--- src/rtl/crc_pkg.sv ---
// Purpose : shared state encoding and USB CRC constants for the serial CRC engine.
// Latency : n/a (types and constants only).
// Backpressure: n/a.
package crc_pkg;

  typedef enum logic [1:0] {
    IDLE  = 2'd0,
    ACCUM = 2'd1,
    EMIT  = 2'd2
  } crc_state_t;

  // Token CRC5
  localparam logic [4:0]  USB_CRC5_POLY  = 5'h05;
  localparam logic [4:0]  USB_CRC5_INIT  = 5'h1F;
  localparam logic [4:0]  USB_CRC5_RES   = 5'h0C;

  // Data CRC16
  localparam logic [15:0] USB_CRC16_POLY = 16'h8005;
  localparam logic [15:0] USB_CRC16_INIT = 16'hFFFF;
  localparam logic [15:0] USB_CRC16_RES  = 16'h800D;

endpackage

--- src/rtl/crc_emit_counter.sv ---
// Purpose : counts emitted CRC bits and flags the last one (count == MAX-1).
// Latency : rollover is combinational from the count register and count_enable.
// Backpressure: none; counts every enabled cycle, clear wins over count_enable.
//
// Ports: clk, n_rst (async active-low), clear (sync zero), count_enable,
//        rollover (high on the enabled cycle where count == MAX-1).
module crc_emit_counter #(
  parameter int unsigned MAX = 16
) (
  input  logic clk,
  input  logic n_rst,
  input  logic clear,
  input  logic count_enable,
  output logic rollover
);

  localparam int unsigned CW = (MAX > 1) ? $clog2(MAX) : 1;

  logic [CW-1:0] count_q;

  assign rollover = count_enable && (count_q == CW'(MAX - 1));

  always_ff @(posedge clk or negedge n_rst) begin
    if (!n_rst) begin
      count_q <= '0;
    end else if (clear) begin
      count_q <= '0;
    end else if (count_enable) begin
      count_q <= rollover ? '0 : count_q + CW'(1);
    end
  end

endmodule

--- src/rtl/flex_crc_lfsr.sv ---
// Purpose : parametrised serial CRC (any width/poly), accumulates LSB-first bits,
//           serialises ~crc MSB-first on request and flags a good residual.
// Latency : crc_value/crc_ok one cycle after a shift_enable edge; emission spans
//           WIDTH cycles starting the cycle after emit_start.
// Backpressure: none; shift_enable/emit_start are ignored while emitting.
//
// Ports: clk, n_rst (async active-low), clear, shift_enable, serial_in, emit_start,
//        serial_out, emit_active, emit_done, crc_value (~crc), crc_ok.
// Build option: CRC_RESIDUAL_CHECK_EN enables the residual comparator; without it
//        crc_ok is tied low and RESIDUAL is unused (transmit-only build).
module flex_crc_lfsr
  import crc_pkg::*;
#(
  parameter int unsigned      WIDTH    = 16,
  parameter logic [WIDTH-1:0] POLY     = USB_CRC16_POLY,
  parameter logic [WIDTH-1:0] INIT     = '1,
  parameter logic [WIDTH-1:0] RESIDUAL = USB_CRC16_RES
) (
  input  logic             clk,
  input  logic             n_rst,
  input  logic             clear,
  input  logic             shift_enable,
  input  logic             serial_in,
  input  logic             emit_start,
  output logic             serial_out,
  output logic             emit_active,
  output logic             emit_done,
  output logic [WIDTH-1:0] crc_value,
  output logic             crc_ok
);

  crc_state_t       state_q, state_d;
  logic [WIDTH-1:0] crc_q, crc_d;
  logic [WIDTH-1:0] crc_shift, crc_step;
  logic             fb;
  logic             emitting;
  logic             last_bit;

  assign emitting  = (state_q == EMIT);
  assign crc_shift = {crc_q[WIDTH-2:0], 1'b0};
  assign fb        = serial_in ^ crc_q[WIDTH-1];
  assign crc_step  = crc_shift ^ (fb ? POLY : '0);

  // Counting is suppressed by clear so an aborted emission never reports done.
  crc_emit_counter #(
    .MAX (WIDTH)
  ) u_emit_cnt (
    .clk          (clk),
    .n_rst        (n_rst),
    .clear        (clear),
    .count_enable (emitting && !clear),
    .rollover     (last_bit)
  );

  always_comb begin
    state_d = state_q;
    crc_d   = crc_q;
    if (clear) begin
      state_d = IDLE;
      crc_d   = INIT;
    end else begin
      case (state_q)
        IDLE, ACCUM: begin
          // emit_start outranks shift_enable: a coincident data bit is dropped.
          if (emit_start) begin
            state_d = EMIT;
          end else if (shift_enable) begin
            state_d = ACCUM;
            crc_d   = crc_step;
          end
        end
        EMIT: begin
          if (last_bit) begin
            state_d = IDLE;
            crc_d   = INIT;
          end else begin
            crc_d   = crc_shift;
          end
        end
        default: begin
          state_d = IDLE;
          crc_d   = INIT;
        end
      endcase
    end
  end

  always_ff @(posedge clk or negedge n_rst) begin
    if (!n_rst) begin
      state_q <= IDLE;
      crc_q   <= INIT;
    end else begin
      state_q <= state_d;
      crc_q   <= crc_d;
    end
  end

  assign emit_active = emitting;
  assign emit_done   = last_bit;
  assign serial_out  = emitting & ~crc_q[WIDTH-1];
  assign crc_value   = ~crc_q;

`ifdef CRC_RESIDUAL_CHECK_EN
  assign crc_ok = (crc_q == RESIDUAL);
`else
  assign crc_ok = 1'b0;
`endif

endmodule

--- config.mk ---
export PLATFORM = sky130hd
export DESIGN_NAME = flex_crc_lfsr
export DESIGN_NICKNAME = d
export VERILOG_FILES = /design/src/rtl/crc_pkg.sv /design/src/rtl/crc_emit_counter.sv /design/src/rtl/flex_crc_lfsr.sv
export SDC_FILE = /design/constraint.sdc
export NUM_CORES = 1
export LEC_CHECK = 0
export ABC_AREA = 1
export CELL_PAD_IN_SITES_DETAIL_PLACEMENT = 1
export CELL_PAD_IN_SITES_GLOBAL_PLACEMENT = 2
export CORE_MARGIN = 2
export CORE_UTILIZATION = 27
export DETAILED_ROUTE_END_ITERATION = 10
export GPL_TIMING_DRIVEN = 0
export PLACE_DENSITY = 0.76
export RECOVER_POWER = 100
export SETUP_SLACK_MARGIN = 0.3
export SLEW_MARGIN = 20
export SYNTH_ARGS = -nofsm -noshare
export SYNTH_HDL_FRONTEND = slang
export SYNTH_SLANG_ARGS = --single-unit
--- constraint.sdc ---
create_clock -name clk -period 1.6 [get_ports clk]
set_input_delay 0.24 -clock clk [delete_from_list [all_inputs] [get_ports clk]]
set_output_delay 0.24 -clock clk [all_outputs]
set_load 0.01 [all_outputs]
==> results.cfg <==
[drt]
vias = 1118
drtAntennaViolNets = 0
totalWireLength_um = 3360
vias_per_cell = 4.42
drt-pass1-iter-count = 3
drc = 0
drt-initial-drc-count = 33
wire_per_inst_um = 13.3

[synth]
synth_edf_count = 0
ys_top_cells_by_count = nor2_1, nand2_1, inv_1, dfstp_2, dfrtp_1
synth-seq-cells = 22
synth.top_cell.area_share = 0.358
syn-num-nets = 162
ys_types = 21
synth.largest_area_cell = dfstp_2
ys.flop_type = dfstp_2
avgSynthCellArea_um2 = 7.57
netlist_area_um2 = 1170
synth_area_leaders = dfstp_2, nor2_1, dfrtp_1, nand2_1, inv_1
synthArstFlopShare = 1.00
ys_warn_count = 0
synthCells = 155
synth-seq-area-share = 0.486
yosysMostFrequentCell = nor2_1

[critical_path]
end_kind = primary output
worstRegToRegCells = 10
cp.required_ns = 1.36
startpoint_type = flop
rr_startpoint = u_emit_cnt.count_q[0]$_DFFE_PN0P_
critPathArrivalTime_ns = 1.24
path_max_fanout = 2
r2r-end = crc_q[12]$_DFFE_PN1P_
rrSetupSlack_ns = 0.17
path_class = reg -> out

[floorplan]
coreArea_um2 = 4090
dieWidth_um = 69.9
ios = 26
rows = 23
initial_utilization = 0.287
dieArea_um2 = 4890
fp.dieH_um = 69.9

[min_path]
min_to = u_emit_cnt.count_q[2]$_DFFE_PN0P_
holdPathStages = 2
hp-start = clear
hp-class = in -> reg

[power_and_ir_drop]
power.leakage_nw = 0.858
internal-power_w = 0.000952
peakVddDrop_uv = 274
switching_power_w = 0.000398
p_comb_frac = 0.237
seqPwrFrac = 0.459
switching_share = 0.295
pwr_density_cell_nw_per_um2 = 801
clkPwrFrac = 0.304

[clocking]
clkTransAtPathRegs_ns = 0.08
max-clock-path-buffers = 2
cts_buffers = 3
clkSinkCount = 22
cts_root_buffer = clkbuf_8
insertion_delay_ns = 0.27
cts_tree = built
htreeDepth = 1

[sta]
hold_viol_final = 0
tightest_slew_ns = 0.582
max_slew_margin = 0.612
fin_crit_sh = 0.923
finClkSkew_ns = 0.00310
rsz0062_at_grt = true
period_needed_ns = 1.48
max_freq_ghz = 0.677
fin_hold_ws_ns = 0.395
setup_viol_count_final = 0
slew_violations = 0

[grt]
antenna_found_initial = 0
grt_overflow = 0
grt_max_degree = 23
grt_use_total = 0.141
grt_pass1_vias = 1180
grt_pass1_wl_um = 5490

[final_layout]
diodes = 0
stdcell_count = 253
syn_to_final_growth_pct = 43.6
nFillCells = 500
drive_gt1_frac = 0.320
nets = 211

[placed_design]
io_buffers = 24
dp_hpwl_um = 2180
gp_congestion = 0.740
placedCellCount = 229

[status]
status = completed

[flow_run]
cap_violations = 0
-- worst max-delay path, cell delays in order, from the launching register on --
cell,delay (ns)
dfrtp_1,0.40
ha_1,0.23
nand3_2,0.08
inv_2,0.05
nand2_4,0.05
inv_1,0.05
buf_6,0.11
-- kinds of logic (layout without fill, tap and decap cells) --
| family | after synthesis | after routing | share of synthesized area |
|---|---|---|---|
| buffers and inverters | 30 | 78 | 0.122 |
| adders and majority gates | 1 | 1 | 0.0107 |
| and+or+nand+nor | 87 | 87 | 0.305 |
| other | 1 | 1 | 0.00320 |
| AOI/OAI and AO/OA | 12 | 12 | 0.0586 |
| xor gates and xnor gates | 2 | 2 | 0.0149 |
| DFF | 22 | 22 | 0.486 |
-- power groups by stage --
stage	registers, W	clock network [W]	logic (W)
after global placement	0.000635	0	0.000253
after floorplan	0.000629	0	0.000148
after CTS	0.000622	0.000429	0.000299
after detailed placement	0.000637	0	0.000262
final	0.000620	0.000410	0.000320
after global routing	0.000624	0.000454	0.000356
-- repair_timing --
item | in CTS | in global routing
gates cloned | 1 | 0
hold buffers | 0 | 1
resized for setup | 86 | 35
endpoints found under the setup margin | 31 | 20
pin swaps | 4 | 9
setup buffers | 15 | 3
endpoints found under the hold margin | 0 | 6
-- layer usage --
layer  track usage  wire, µm
met1         0.171      1490
met3        0.0231        83
met2         0.247      1730
met5             0         0
met4        0.0577        59
-- worst max path at each step --
stage | slack (ns) | to | startpoint
6_report | 0.12 | emit_done | u_emit_cnt.count_q[0]$_DFFE_PN0P_
5_1_grt | 0.07 | emit_done | u_emit_cnt.count_q[0]$_DFFE_PN0P_
4_1_cts | 0.18 | emit_done | u_emit_cnt.count_q[1]$_DFFE_PN0P_
3_5_place_dp | -0.29 | emit_done | clear
3_3_place_gp | -0.27 | emit_done | clear
2_1_floorplan | 0.39 | crc_q[10]$_DFFE_PN1P_ | u_emit_cnt.count_q[0]$_DFFE_PN0P_
-- placed cells by master (no fill, tap or decap), types with 3 or more instances in the layout --
cell type	synthesis	layout
inv_1	25	23
a21oi_1	5	4
clkbuf_2	0	3
dfrtp_1	6	6
dfstp_2	16	11
o21ai_0	4	4
clkbuf_8	0	4
dfstp_1	0	5
nand3_1	5	4
nand2_1	30	30
clkdlybuf4s50_1	0	3
nor2_2	0	6
nor2_1	46	33
nor2_4	1	8
clkbuf_1	0	16
buf_6	3	6
buf_4	1	11
buf_2	0	5
-- state kept, by name (all words and copies together), names as in the netlist --
register and count:
state_q 2, crc_q 16, u_emit_cnt.count_q 4
-- final cells by class --
type | count | area [µm²] | share of cell area
inverter | 25 | 96.3 | 0.0572
tap | 50 | 62.6 | 0.0371
multi-input combinational | 103 | 551 | 0.327
buffer | 5 | 57.6 | 0.0341
sequential | 22 | 571 | 0.339
timing repair buffer | 44 | 293 | 0.174
clock buffer | 4 | 55.1 | 0.0327
-- through the flow --
step | util | power (W) | cell area (µm²) | TNS, ns | setup slack, ns
6_report | 0.412 | 0.00135 | 1690 | 0 | 0.124
5_1_grt | 0.412 | 0.00143 | 1690 | 0 | 0.0674
4_1_cts | 0.394 | 0.00135 | 1610 | 0 | 0.180
3_5_place_dp | 0.361 | 0.000899 | 1480 | -0.302 | -0.293
3_3_place_gp | 0.361 | 0.000888 | 1480 | -0.272 | -0.272
2_1_floorplan | - | 0.000777 | 1170 | 0 | 0.390
No activity file was read; power rests on OpenSTA's default activity.
